`config.mk`:
```
export PLATFORM = sky130hd
export DESIGN_NAME = mem_burst_arbiter
export DESIGN_NICKNAME = d
export VERILOG_FILES = /design/src/rtl/mem_burst_arb_pkg.sv /design/src/rtl/mem_burst_arbiter_rr_pick2.sv /design/src/rtl/mem_burst_arbiter.sv
export SDC_FILE = /design/constraint.sdc
export NUM_CORES = 1
export LEC_CHECK = 0
export ABC_AREA = 1
export CAP_MARGIN = 15
export CORE_ASPECT_RATIO = 0.5
export CORE_MARGIN = 2
export CORE_UTILIZATION = 42
export DETAILED_ROUTE_END_ITERATION = 8
export PLACE_DENSITY = 0.8
export REMOVE_ABC_BUFFERS = 1
export SETUP_SLACK_MARGIN = 0.2
export SYNTH_ARGS = -nofsm -noshare
export SYNTH_HDL_FRONTEND = slang
export SYNTH_SLANG_ARGS = --single-unit
```
`constraint.sdc`:
```
create_clock -name clk -period 2.1 [get_ports clk]
set_clock_uncertainty 0.1 [all_clocks]
set_input_delay 0.42 -clock clk [delete_from_list [all_inputs] [get_ports clk]]
set_output_delay 0.42 -clock clk [all_outputs]
set_load 0.01 [all_outputs]
```
`src/rtl/mem_burst_arb_pkg.sv`:
```
// Shared types and default widths for the two-port memory burst arbiter.
// Imported by mem_burst_arbiter and rr_pick2.
package mem_burst_arb_pkg;

    localparam int ADDR_W_DEF = 12;
    localparam int DATA_W_DEF = 8;
    localparam int LEN_W_DEF  = 4;

    typedef enum logic {
        IDLE  = 1'b0,
        BURST = 1'b1
    } state_e;

    typedef logic req_idx_t;

    function automatic req_idx_t other_req(input req_idx_t idx);
        return ~idx;
    endfunction

endpackage

```
`src/rtl/mem_burst_arbiter_rr_pick2.sv`:
```
// Two-way round-robin winner select; the priority pointer lives in the parent.
module rr_pick2
    import mem_burst_arb_pkg::*;
(
    input  logic     req0_i,
    input  logic     req1_i,
    input  req_idx_t ptr_i,
    output logic     valid_o,
    output req_idx_t winner_o
);

    assign valid_o = req0_i | req1_i;

    always_comb begin
        winner_o = 1'b0;
        if (req0_i && req1_i) begin
            winner_o = ptr_i;
        end else if (req1_i) begin
            winner_o = 1'b1;
        end
    end

endmodule

```
`src/rtl/mem_burst_arbiter.sv`:
```
// Round-robin burst arbiter for two requesters sharing one memory port.
// Optional MEM_BURST_ARB_ABORT_EN: owner dropping req ends the burst early.
module mem_burst_arbiter
    import mem_burst_arb_pkg::*;
#(
    parameter int ADDR_WIDTH = ADDR_W_DEF,
    parameter int DATA_WIDTH = DATA_W_DEF,
    parameter int LEN_WIDTH  = LEN_W_DEF
) (
    input  logic                  clk,
    input  logic                  rst,
    input  logic                  req0,
    input  logic                  we0,
    input  logic [ADDR_WIDTH-1:0] addr0,
    input  logic [LEN_WIDTH-1:0]  len0,
    input  logic [DATA_WIDTH-1:0] wdata0,
    output logic                  grant0,
    output logic                  rvalid0,
    output logic [DATA_WIDTH-1:0] rdata0,
    input  logic                  req1,
    input  logic                  we1,
    input  logic [ADDR_WIDTH-1:0] addr1,
    input  logic [LEN_WIDTH-1:0]  len1,
    input  logic [DATA_WIDTH-1:0] wdata1,
    output logic                  grant1,
    output logic                  rvalid1,
    output logic [DATA_WIDTH-1:0] rdata1,
    output logic                  mem_wen,
    output logic                  mem_ren,
    output logic [ADDR_WIDTH-1:0] mem_addr,
    output logic [DATA_WIDTH-1:0] mem_wdata,
    input  logic [DATA_WIDTH-1:0] mem_rdata
);

    state_e                state_q, state_d;
    req_idx_t              owner_q;
    req_idx_t              ptr_q;
    logic                  we_q;
    logic [ADDR_WIDTH-1:0] base_q;
    logic [LEN_WIDTH-1:0]  len_q;
    logic [LEN_WIDTH-1:0]  cnt_q;
    logic                  rvalid0_q, rvalid1_q;
    logic [DATA_WIDTH-1:0] rdata0_q, rdata1_q;

    logic     pick_vld;
    req_idx_t pick_win;
    logic     start;
    logic     last_beat;
    logic     burst_done;

    rr_pick2 u_pick (
        .req0_i  (req0),
        .req1_i  (req1),
        .ptr_i   (ptr_q),
        .valid_o (pick_vld),
        .winner_o(pick_win)
    );

    assign start     = (state_q == IDLE) && pick_vld;
    assign last_beat = (cnt_q == len_q);

`ifdef MEM_BURST_ARB_ABORT_EN
    logic req_own;
    assign req_own    = owner_q ? req1 : req0;
    // the beat in flight still completes; only the following ones are dropped
    assign burst_done = last_beat || !req_own;
`else
    assign burst_done = last_beat;
`endif

    always_ff @(posedge clk) begin
        if (rst) begin
            state_q <= IDLE;
        end else begin
            state_q <= state_d;
        end
    end

    always_comb begin
        state_d = state_q;
        unique case (state_q)
            IDLE:    if (pick_vld) state_d = BURST;
            BURST:   if (burst_done) state_d = IDLE;
            default: state_d = IDLE;
        endcase
    end

    always_comb begin
        grant0    = 1'b0;
        grant1    = 1'b0;
        mem_wen   = 1'b0;
        mem_ren   = 1'b0;
        mem_addr  = '0;
        mem_wdata = '0;
        if (state_q == BURST) begin
            grant0   = (owner_q == 1'b0);
            grant1   = (owner_q == 1'b1);
            mem_addr = base_q + ADDR_WIDTH'(cnt_q);
            mem_wen  = we_q;
            mem_ren  = !we_q;
            if (we_q) begin
                mem_wdata = owner_q ? wdata1 : wdata0;
            end
        end
    end

    always_ff @(posedge clk) begin
        if (rst) begin
            owner_q   <= 1'b0;
            ptr_q     <= 1'b0;
            we_q      <= 1'b0;
            base_q    <= '0;
            len_q     <= '0;
            cnt_q     <= '0;
            rvalid0_q <= 1'b0;
            rvalid1_q <= 1'b0;
            rdata0_q  <= '0;
            rdata1_q  <= '0;
        end else begin
            if (start) begin
                owner_q <= pick_win;
                we_q    <= pick_win ? we1 : we0;
                base_q  <= pick_win ? addr1 : addr0;
                len_q   <= pick_win ? len1 : len0;
                cnt_q   <= '0;
            end
            if (state_q == BURST) begin
                cnt_q <= cnt_q + 1'b1;
                if (burst_done) begin
                    ptr_q <= other_req(owner_q);
                end
            end
            rvalid0_q <= mem_ren && (owner_q == 1'b0);
            rvalid1_q <= mem_ren && (owner_q == 1'b1);
            if (mem_ren && (owner_q == 1'b0)) begin
                rdata0_q <= mem_rdata;
            end
            if (mem_ren && (owner_q == 1'b1)) begin
                rdata1_q <= mem_rdata;
            end
        end
    end

    assign rvalid0 = rvalid0_q;
    assign rvalid1 = rvalid1_q;
    assign rdata0  = rdata0_q;
    assign rdata1  = rdata1_q;

endmodule
```
==> results_dict.tcl, run 1 <==
set metrics [dict create \
    status "finished with violations" \
    violations "negative setup slack" \
    fin_cells 540 \
    netlist_area_um2 2360 \
    power_frac_comb 0.310 \
    seqPwrFrac 0.401 \
    cp_slowest_cell "fa_2" \
    grt_max_degree 18 \
    drt_iter0_drc 143 \
    internal-power_uw 1600 \
    netlist_instances 336 \
    max_freq_mhz 432 \
    worstPathMaxFanout 5 \
    grt_usage 0.253 \
    min_period_ns 2.31 \
    drv_slew 0 \
    vias 2762 \
    ys_ff_latch 42 \
    swShare 0.307 \
    critical_path_class "register to primary output" \
    fill_cells 436 \
    port_buffers 103 \
    clk_latency_ns 0.30 \
    async_reset_ff_frac 0 \
    dp_hpwl_mm 5.51 \
    first_pass_iters 4 \
    antenna_found_initial 0 \
    critPathArrivalTime_ns 1.79 \
    dieArea_um2 6260 \
    yosys_warnings 0 \
    slowest_delay_ns 0.37 \
    power_switching_uw 710 \
    wl_per_cell_um 15.0 \
    cap_violations 0 \
    gp_congestion 0.896 \
    grt_remaining_overflow 0 \
    drive_gt1_frac 0.306 \
    seq_area_frac_synth 0.357 \
    slew_headroom 0.770 \
    cts_tree "yes" \
    dieHeight_um 57.0 \
    finalWirelength_mm 8.09 \
    p_per_area_nw_per_um2 581 \
    area_delta_synth_final_pct 68.9 \
    avgSynthCellArea_um2 7.01 \
    path_clk_slew_ns 0.09 \
    grt_pass1_wl_mm 12.4 \
    ys_types 28 \
    cts.sinks 42 \
    fin_ws_ns -0.215 \
    regArea_um2 862 \
    drtAntennaViolNets 0 \
    htreeDepth 2 \
    vdd_drop_max_mv 0.422 \
    start_kind "register" \
    cp-end-kind "primary output" \
    initial_core_util 0.433 \
    path_cells "ha_4 -> fa_2 -> nand3_4 -> nand2_8 -> nand3_4 -> nor2_1 -> nor2_1 -> nor2_1 -> buf_2" \
    tightest_slew_ns 0.344 \
    multi_input_area_um2 1570 \
    worstPathRequired_ns 1.58 \
    cts-root-buf "clkbuf_8" \
    finalHoldViolations 0 \
    cts_buffers 5 \
    rsz0062_at_grt "yes" \
    final_nets 535 \
    post-route-cell-area_um2 3980 \
    setup_violations 9 \
    crit_path_frequent_cell "nor2_1" \
    num_rows 19 \
    drc_errors 0 \
    viasPerCell 5.11 \
    leakage_uw 0.00175 \
    ios 104 \
    hold_path_class "register to register" \
    synth-edff-count 0 \
    min_period_over_period 1.10 \
    fp.dieW_um 110 \
    n_antenna_cell 0 \
    core_um2 5440 \
    clkPwrFrac 0.289 \
    placed_area_um2 3570 \
    cts_buffer_depth 2 \
    first_global_vias 2639 \
    dpl.cell_count 523 \
    yosys_most_used_dff "dfxtp_1" \
]
-- layout make-up --
cell class              count  share of cell area
repair buffers            136               0.307
multi-input cells         252               0.395
well taps                  73              0.0229
clock inverters             1             0.00754
inverters                  30              0.0296
clock buffers               6              0.0207
flip-flops and latches     42               0.217
-- state kept, by name (all words and copies together) (netlist names) --
name / cells
state_q: 1
ptr_q: 1
we_q: 1
rvalid1: 1
rvalid0: 1
owner_q: 1
len_q: 4
base_q: 12
rdata0: 8
rdata1: 8
cnt_q: 4
-- layout by cell type, fill, tap and decap left out, types with 7 or more instances in the layout --
cell type         n
a21oi_1          14
a21oi_2           7
buf_2            10
buf_4            29
clkdlybuf4s50_1  79
dfxtp_1          31
dfxtp_2           8
inv_1            22
nand2_1          46
nand2_2           7
nand3_1          23
nor2_1           66
o21ai_0          18
o21ai_1           8
o21ai_2          13
o22ai_2           9
-- metal layers --
layer,track usage,vias up,part of all wire
met4,0.0651,0,0.013
li1,-,1364,-
met2,0.443,83,0.50
met1,0.320,1303,0.44
met3,0.0514,12,0.048
met5,0,-,0
-- repair_timing --
item	in CTS	in global routing
pin swaps	10	19
hold buffers	0	0
endpoints found under the hold margin	0	0
gates resized for setup	101	50
setup endpoints to repair	24	20
buffers inserted	7	3
-- logic make-up after synthesis --
family / after synthesis / synth area share
AO/OA/AOI/OAI: 72 / 0.206
buffers and inverters: 42 / 0.0844
adder cells (fa/ha/maj): 6 / 0.0351
flip-flops: 42 / 0.357
AND/OR/NAND/NOR: 174 / 0.318
-- critical path, delay by kind of cell (launching register included) --
kind | cells | cell delay (ns)
buf+inv | 1 | 0.13
simple gates | 6 | 0.47
flops | 1 | 0.35
fa+ha+maj | 2 | 0.53
-- cell usage after synthesis (2+ instances only) --
library cell	number	area share
nor2_1	69	0.11
nand2_1	57	0.091
dfxtp_1	42	0.36
nand3_1	31	0.066
inv_1	25	0.040
a21oi_1	21	0.045
o21ai_0	21	0.045
o21ai_2	11	0.041
o22ai_2	9	0.048
nor3_1	7	0.015
o21ai_1	7	0.015
buf_2	6	0.013
ha_1	5	0.027
inv_2	4	0.0064
clkbuf_1	3	0.0048
nor2_2	3	0.0080
buf_6	2	0.0096
nand2_2	2	0.0053
nand4_1	2	0.0053
-- power groups by stage --
stage / combinational (uW) / clock (uW) / sequential, uW
after floorplan: 279 / 0 / 948
after global placement: 645 / 0 / 927
after detailed placement: 658 / 0 / 931
after CTS: 677 / 667 / 925
after global routing: 773 / 708 / 934
final: 716 / 668 / 927
-- stage by stage --
| step | total power [uW] | TNS, ns | hold slack [ns] | setup WS [ns] | util |
|---|---|---|---|---|---|
| floorplan | 1230 | 0 | 0.356 | 0.0626 | - |
| global placement | 1570 | -2.96 | 0.349 | -0.406 | 0.655 |
| detailed placement | 1590 | -3.49 | 0.358 | -0.440 | 0.655 |
| CTS | 2270 | -0.923 | 0.369 | -0.168 | 0.705 |
| global route | 2410 | -1.65 | 0.392 | -0.256 | 0.731 |
| finish | 2310 | -1.20 | 0.368 | -0.215 | 0.731 |
-- final timing paths --
check	start	to	slack, ns	depth (start not counted)
setup / recovery	base_q[0]	mem_addr[8]	-0.21	9
hold / removal	rdata0[0]	rdata0[0]	0.37	2
setup reg to reg	state_q	base_q[2]	0.65	5
hold reg to reg	rdata0[0]	rdata0[0]	0.37	2
No activity file was read; power rests on OpenSTA's default activity.
==> run 2, diff against run 1 <==
- PLACE_DENSITY: 0.8 -> 0.76
==> run 2 against run 1 <==
Worst setup slack improved by 0.049 ns; maximum frequency rose by 2.2%; wire length fell by 7.6%; the run still ends with negative setup slack left; combinational power fell by 3.8%; core utilization fell by 2.2 points.
==> results_dict.tcl, run 2 (same netlist as run 1, synthesis figures left out) <==
set metrics [dict create \
    status "finished with violations" \
    violations "negative setup slack" \
    start_kind "register" \
    final_nets 529 \
    power_switching_uw 686 \
    ios 104 \
    drive_gt1_frac 0.292 \
    leakage_uw 0.00170 \
    drv_slew 0 \
    power_frac_comb 0.319 \
    grt_pass1_wl_mm 12.2 \
    cts_buffer_depth 2 \
    path_cells "ha_4 -> fa_2 -> nand3_2 -> nand2_4 -> nand3_2 -> nor2_1 -> nor2_1 -> nor2_1 -> buf_2" \
    path_clk_slew_ns 0.08 \
    drtAntennaViolNets 0 \
    fp.dieW_um 110 \
    swShare 0.318 \
    critPathArrivalTime_ns 1.75 \
    finalHoldViolations 0 \
    vdd_drop_max_mv 0.405 \
    fill_cells 436 \
    finalWirelength_mm 7.47 \
    cts_buffers 5 \
    timing.rr.start "state_q" \
    dp_hpwl_mm 5.49 \
    p_per_area_nw_per_um2 559 \
    num_rows 19 \
    layout_commonest_cell "clkdlybuf4s50_1" \
    crit_path_frequent_cell "nor2_1" \
    core_um2 5440 \
    cts_hold_buf 0 \
    n_antenna_cell 0 \
    pre_cts_ws_ns -0.447 \
    grt_max_degree 18 \
    setup_violations 7 \
    fin_worst_hold_slack_ns 0.370 \
    dieHeight_um 57.0 \
    cp_slowest_cell "fa_2" \
    cap_violations 0 \
    port_buffers 103 \
    worstPathRequired_ns 1.58 \
    hold_depth 2 \
    max_freq_mhz 441 \
    hold_path_class "register to register" \
    slowest_delay_ns 0.35 \
    drc_errors 0 \
    worstPathMaxFanout 5 \
    htreeDepth 2 \
    vias 2691 \
    clk_latency_ns 0.29 \
    seqPwrFrac 0.428 \
    antenna_found_initial 0 \
    min_from "rdata0[2]" \
    ff2ff_path_depth 5 \
    gp_congestion 0.861 \
    tightest_slew_ns 0.352 \
    drt_iter0_drc 111 \
    cts_tree "yes" \
    rsz0062_at_grt "yes" \
    r2r_end "base_q[8]" \
    largest_reg_flops 12 \
    grt_usage 0.245 \
    dieArea_um2 6260 \
    slew_headroom 0.764 \
    cp-end-kind "primary output" \
    viasPerCell 5.03 \
    critical_path_class "register to primary output" \
    area_delta_synth_final_pct 63.9 \
    cts-root-buf "clkbuf_8" \
    fin_ws_ns -0.166 \
    wl_per_cell_um 14.0 \
    cts.sinks 42 \
    initial_core_util 0.433 \
    internal-power_uw 1470 \
    first_pass_iters 5 \
    ff2ff_setup_slack_ns 0.70 \
    mostFrequentLayoutCells "clkdlybuf4s50_1, nor2_1, nand2_1" \
    clkPwrFrac 0.253 \
    regMostFlops "base_q" \
    min_period_ns 2.27 \
    min_period_over_period 1.08 \
    grt_remaining_overflow 0 \
    first_global_vias 2698 \
    holdPathEnd "rdata0[2]" \
]
-- run 2: layout make-up --
cell class                      count  area (um2)  area share
Timing Repair Buffer              130        1160       0.301
Clock buffer                        6        82.6      0.0214
Inverter                           30         115      0.0298
Clock inverter                      2        12.5     0.00324
Tap cell                           73        91.3      0.0237
Sequential cell                    42         860       0.223
Multi-Input combinational cell    252        1540       0.398
-- run 2: how the worst max path moves through the flow --
stage / from / end / slack, ns / depth (start not counted)
3_3_place_gp: base_q[0] / mem_addr[10] / -0.41 / 8
4_1_cts: cnt_q[0] / mem_addr[4] / -0.18 / 7
2_1_floorplan: cnt_q[0] / mem_addr[6] / 0.06 / 7
6_report: cnt_q[0] / mem_addr[8] / -0.17 / 9
5_1_grt: cnt_q[0] / mem_addr[10] / -0.25 / 9
3_5_place_dp: base_q[0] / mem_addr[10] / -0.45 / 8
-- run 2: per-layer routing --
metal  part of all wire  vias to the layer above  GRT usage
li1                   -                     1352          -
met1               0.42                     1259      0.298
met2               0.51                       74      0.442
met3              0.060                        6     0.0606
met4             0.0074                        0     0.0506
met5                  0                        -          0
-- run 2: worst max-delay path, delay by kind of cell, from the launching register on --
kind                       cells  cell delay (ns)
adders and majority gates      2             0.51
and+or+nand+nor                6             0.47
DFF                            1             0.34
buffers and inverters          1             0.13
-- run 2: power groups by stage --
stage / combinational [uW] / sequential, uW / clock (uW)
2_1_floorplan: 279 / 948 / 0
3_3_place_gp: 644 / 927 / 0
3_5_place_dp: 656 / 931 / 0
4_1_cts: 674 / 923 / 555
5_1_grt: 752 / 933 / 601
6_report: 689 / 924 / 547
-- run 2: timing repair --
| action | 4_1_cts | 5_1_grt |
|---|---|---|
| hold endpoints to repair | 0 | 0 |
| setup buffers | 4 | 0 |
| pin swaps | 13 | 7 |
| setup endpoints to repair | 24 | 18 |
| resized for setup | 120 | 25 |
-- run 2: stage by stage --
stage               utilization  total power [uW]  setup TNS (ns)  instances  area [um2]
floorplan                     -              1230               0        324        2270
global placement          0.655              1570           -2.89        523        3570
detailed placement        0.655              1590           -3.49        523        3570
CTS                       0.705              2150          -0.752        535        3840
global route              0.709              2290           -1.51        535        3860
finish                    0.709              2160          -0.738        535        3860
==> run 3, diff against run 2 <==
- CORE_MARGIN: 2 -> not set
- MAX_ROUTING_LAYER: not set -> met4
==> run 3 against run 2 <==
The flow still finishes with violations (negative setup slack); critical path depth stayed put; wire length is 2.5% higher; first-iteration DRC count is 15% lower; count of clock-buffer cells in the layout stayed put; sequential power hardly changed; register-to-register slack hardly changed; design area hardly changed.
==> results_dict.tcl, run 3 (same netlist as run 1, synthesis figures left out) <==
set metrics [dict create \
    area_delta_synth_final_pct 64.0 \
    fin_tns_setup_ns -0.989 \
    fp.dieW_um 108 \
    finalHoldViolations 0 \
    final_nets 530 \
    grt_max_degree 18 \
    ios 104 \
    leakage_uw 0.00170 \
    dieHeight_um 55.0 \
    port_buffers 103 \
    rsz0062_at_grt "yes" \
    largest_reg_flops 12 \
    worstPathMaxFanout 5 \
    power_switching_uw 694 \
    core_um2 5160 \
    total_power_uw 2160 \
    r2r_end "base_q[10]" \
    clkPwrFrac 0.258 \
    vdd_drop_max_mv 0.421 \
    cts_buffers 5 \
    power_frac_comb 0.316 \
    finalWirelength_mm 7.65 \
    holdPathEnd "rdata0[4]" \
    path_clk_slew_ns 0.08 \
    ff2ff_path_depth 5 \
    gp_congestion 0.921 \
    first_global_vias 2490 \
    violations "negative setup slack" \
    critical_path_class "register to primary output" \
    regMostFlops "base_q" \
    worstPathRequired_ns 1.58 \
    layout_commonest_cell "clkdlybuf4s50_1" \
    min_from "rdata0[4]" \
    hold_path_class "register to register" \
    setup_violations 8 \
    seqPwrFrac 0.427 \
    max_freq_mhz 440 \
    antenna_found_initial 0 \
    min_period_over_period 1.08 \
    dp_hpwl_mm 5.53 \
    fin_ws_ns -0.173 \
    status "finished with violations" \
    n_antenna_cell 0 \
    hold_depth 2 \
    critPathLaunch "cnt_q[0]" \
    cp-end-kind "primary output" \
    ff2ff_setup_slack_ns 0.71 \
    slew_headroom 0.757 \
    drtAntennaViolNets 0 \
    drive_gt1_frac 0.279 \
    internal-power_uw 1470 \
    dieArea_um2 5930 \
    critPathArrivalTime_ns 1.75 \
    cts-root-buf "clkbuf_8" \
    cts_tree "yes" \
    cts.sinks 42 \
    mostFrequentLayoutCells "clkdlybuf4s50_1, nor2_1, nand2_1" \
    first_pass_iters 5 \
    swShare 0.320 \
    initial_core_util 0.457 \
    tightest_slew_ns 0.363 \
    wl_per_cell_um 14.4 \
    clk_latency_ns 0.30 \
    min_period_ns 2.27 \
    grt_pass1_wl_mm 11.8 \
    grt_usage 0.274 \
    drc_errors 0 \
    cts_buffer_depth 2 \
    drt_iter0_drc 94 \
    vias 2698 \
    p_per_area_nw_per_um2 560 \
    timing.rr.start "state_q" \
    viasPerCell 5.06 \
    grt_remaining_overflow 0 \
    num_rows 18 \
    cap_violations 0 \
    drv_slew 0 \
    htreeDepth 2 \
    cts_hold_buf 0 \
    start_kind "register" \
]
-- run 3: changes by cell type in the layout (fill, tap and decap cells not counted), sizes merged --
cell and change:
clkdlybuf4s15 +1, dlygate4sd2 +4, clkbuf -2, buf -1, dlymetal6s2s -1
-- run 3: metal layers --
metal,part of all wire,track usage,vias up
met5,0,-,-
met4,0.018,0.0799,0
met3,0.054,0.0609,14
met2,0.50,0.507,82
met1,0.42,0.308,1248
li1,-,-,1354
-- run 3: worst max-delay path by stage --
stage	end	slack [ns]	cells past startpoint
floorplan	mem_addr[6]	0.06	7
global placement	mem_addr[6]	-0.39	8
detailed placement	mem_addr[6]	-0.47	8
CTS	mem_addr[4]	-0.19	7
global route	mem_addr[8]	-0.27	9
finish	mem_addr[10]	-0.17	9
-- run 3: area by class of cell --
type                    instances  area, um2
clock buffers                   6       82.6
inverters                      30        115
clock inverters                 2       12.5
fillers                       405       1290
well taps                      70       87.6
multi-input cells             252       1530
flip-flops and latches         42        858
repair buffers                131       1180
-- run 3: worst max-delay path, cell delays in order, from the launching register on --
cell     delay (ns)
dfxtp_2        0.34
ha_4           0.16
fa_2           0.35
nand3_2        0.09
nand2_4        0.09
nand2_2        0.10
nor2_1         0.05
nor2_1         0.08
nor2_1         0.05
buf_2          0.13
-- run 3: stage by stage --
step	area, um2	setup WS (ns)	hold WS, ns	std cells	utilization
after global placement	3560	-0.390	0.350	519	0.689
final	3860	-0.173	0.370	533	0.749
after global routing	3860	-0.268	0.389	533	0.749
after CTS	3800	-0.185	0.376	533	0.736
after detailed placement	3560	-0.469	0.357	519	0.689
after floorplan	2270	0.0626	0.356	324	-
-- run 3: timing repair --
action | CTS | global route
gates resized for setup | 103 | 26
endpoints found under the hold margin | 0 | 0
pin swaps | 7 | 9
setup endpoints to repair | 24 | 15
setup buffers | 6 | 0
-- run 3: power by group through the flow --
stage / Combinational, uW / Clock, uW / Sequential [uW]
2_1_floorplan: 279 / 0 / 948
3_3_place_gp: 643 / 0 / 927
3_5_place_dp: 654 / 0 / 931
4_1_cts: 668 / 566 / 923
5_1_grt: 741 / 607 / 933
6_report: 683 / 557 / 924
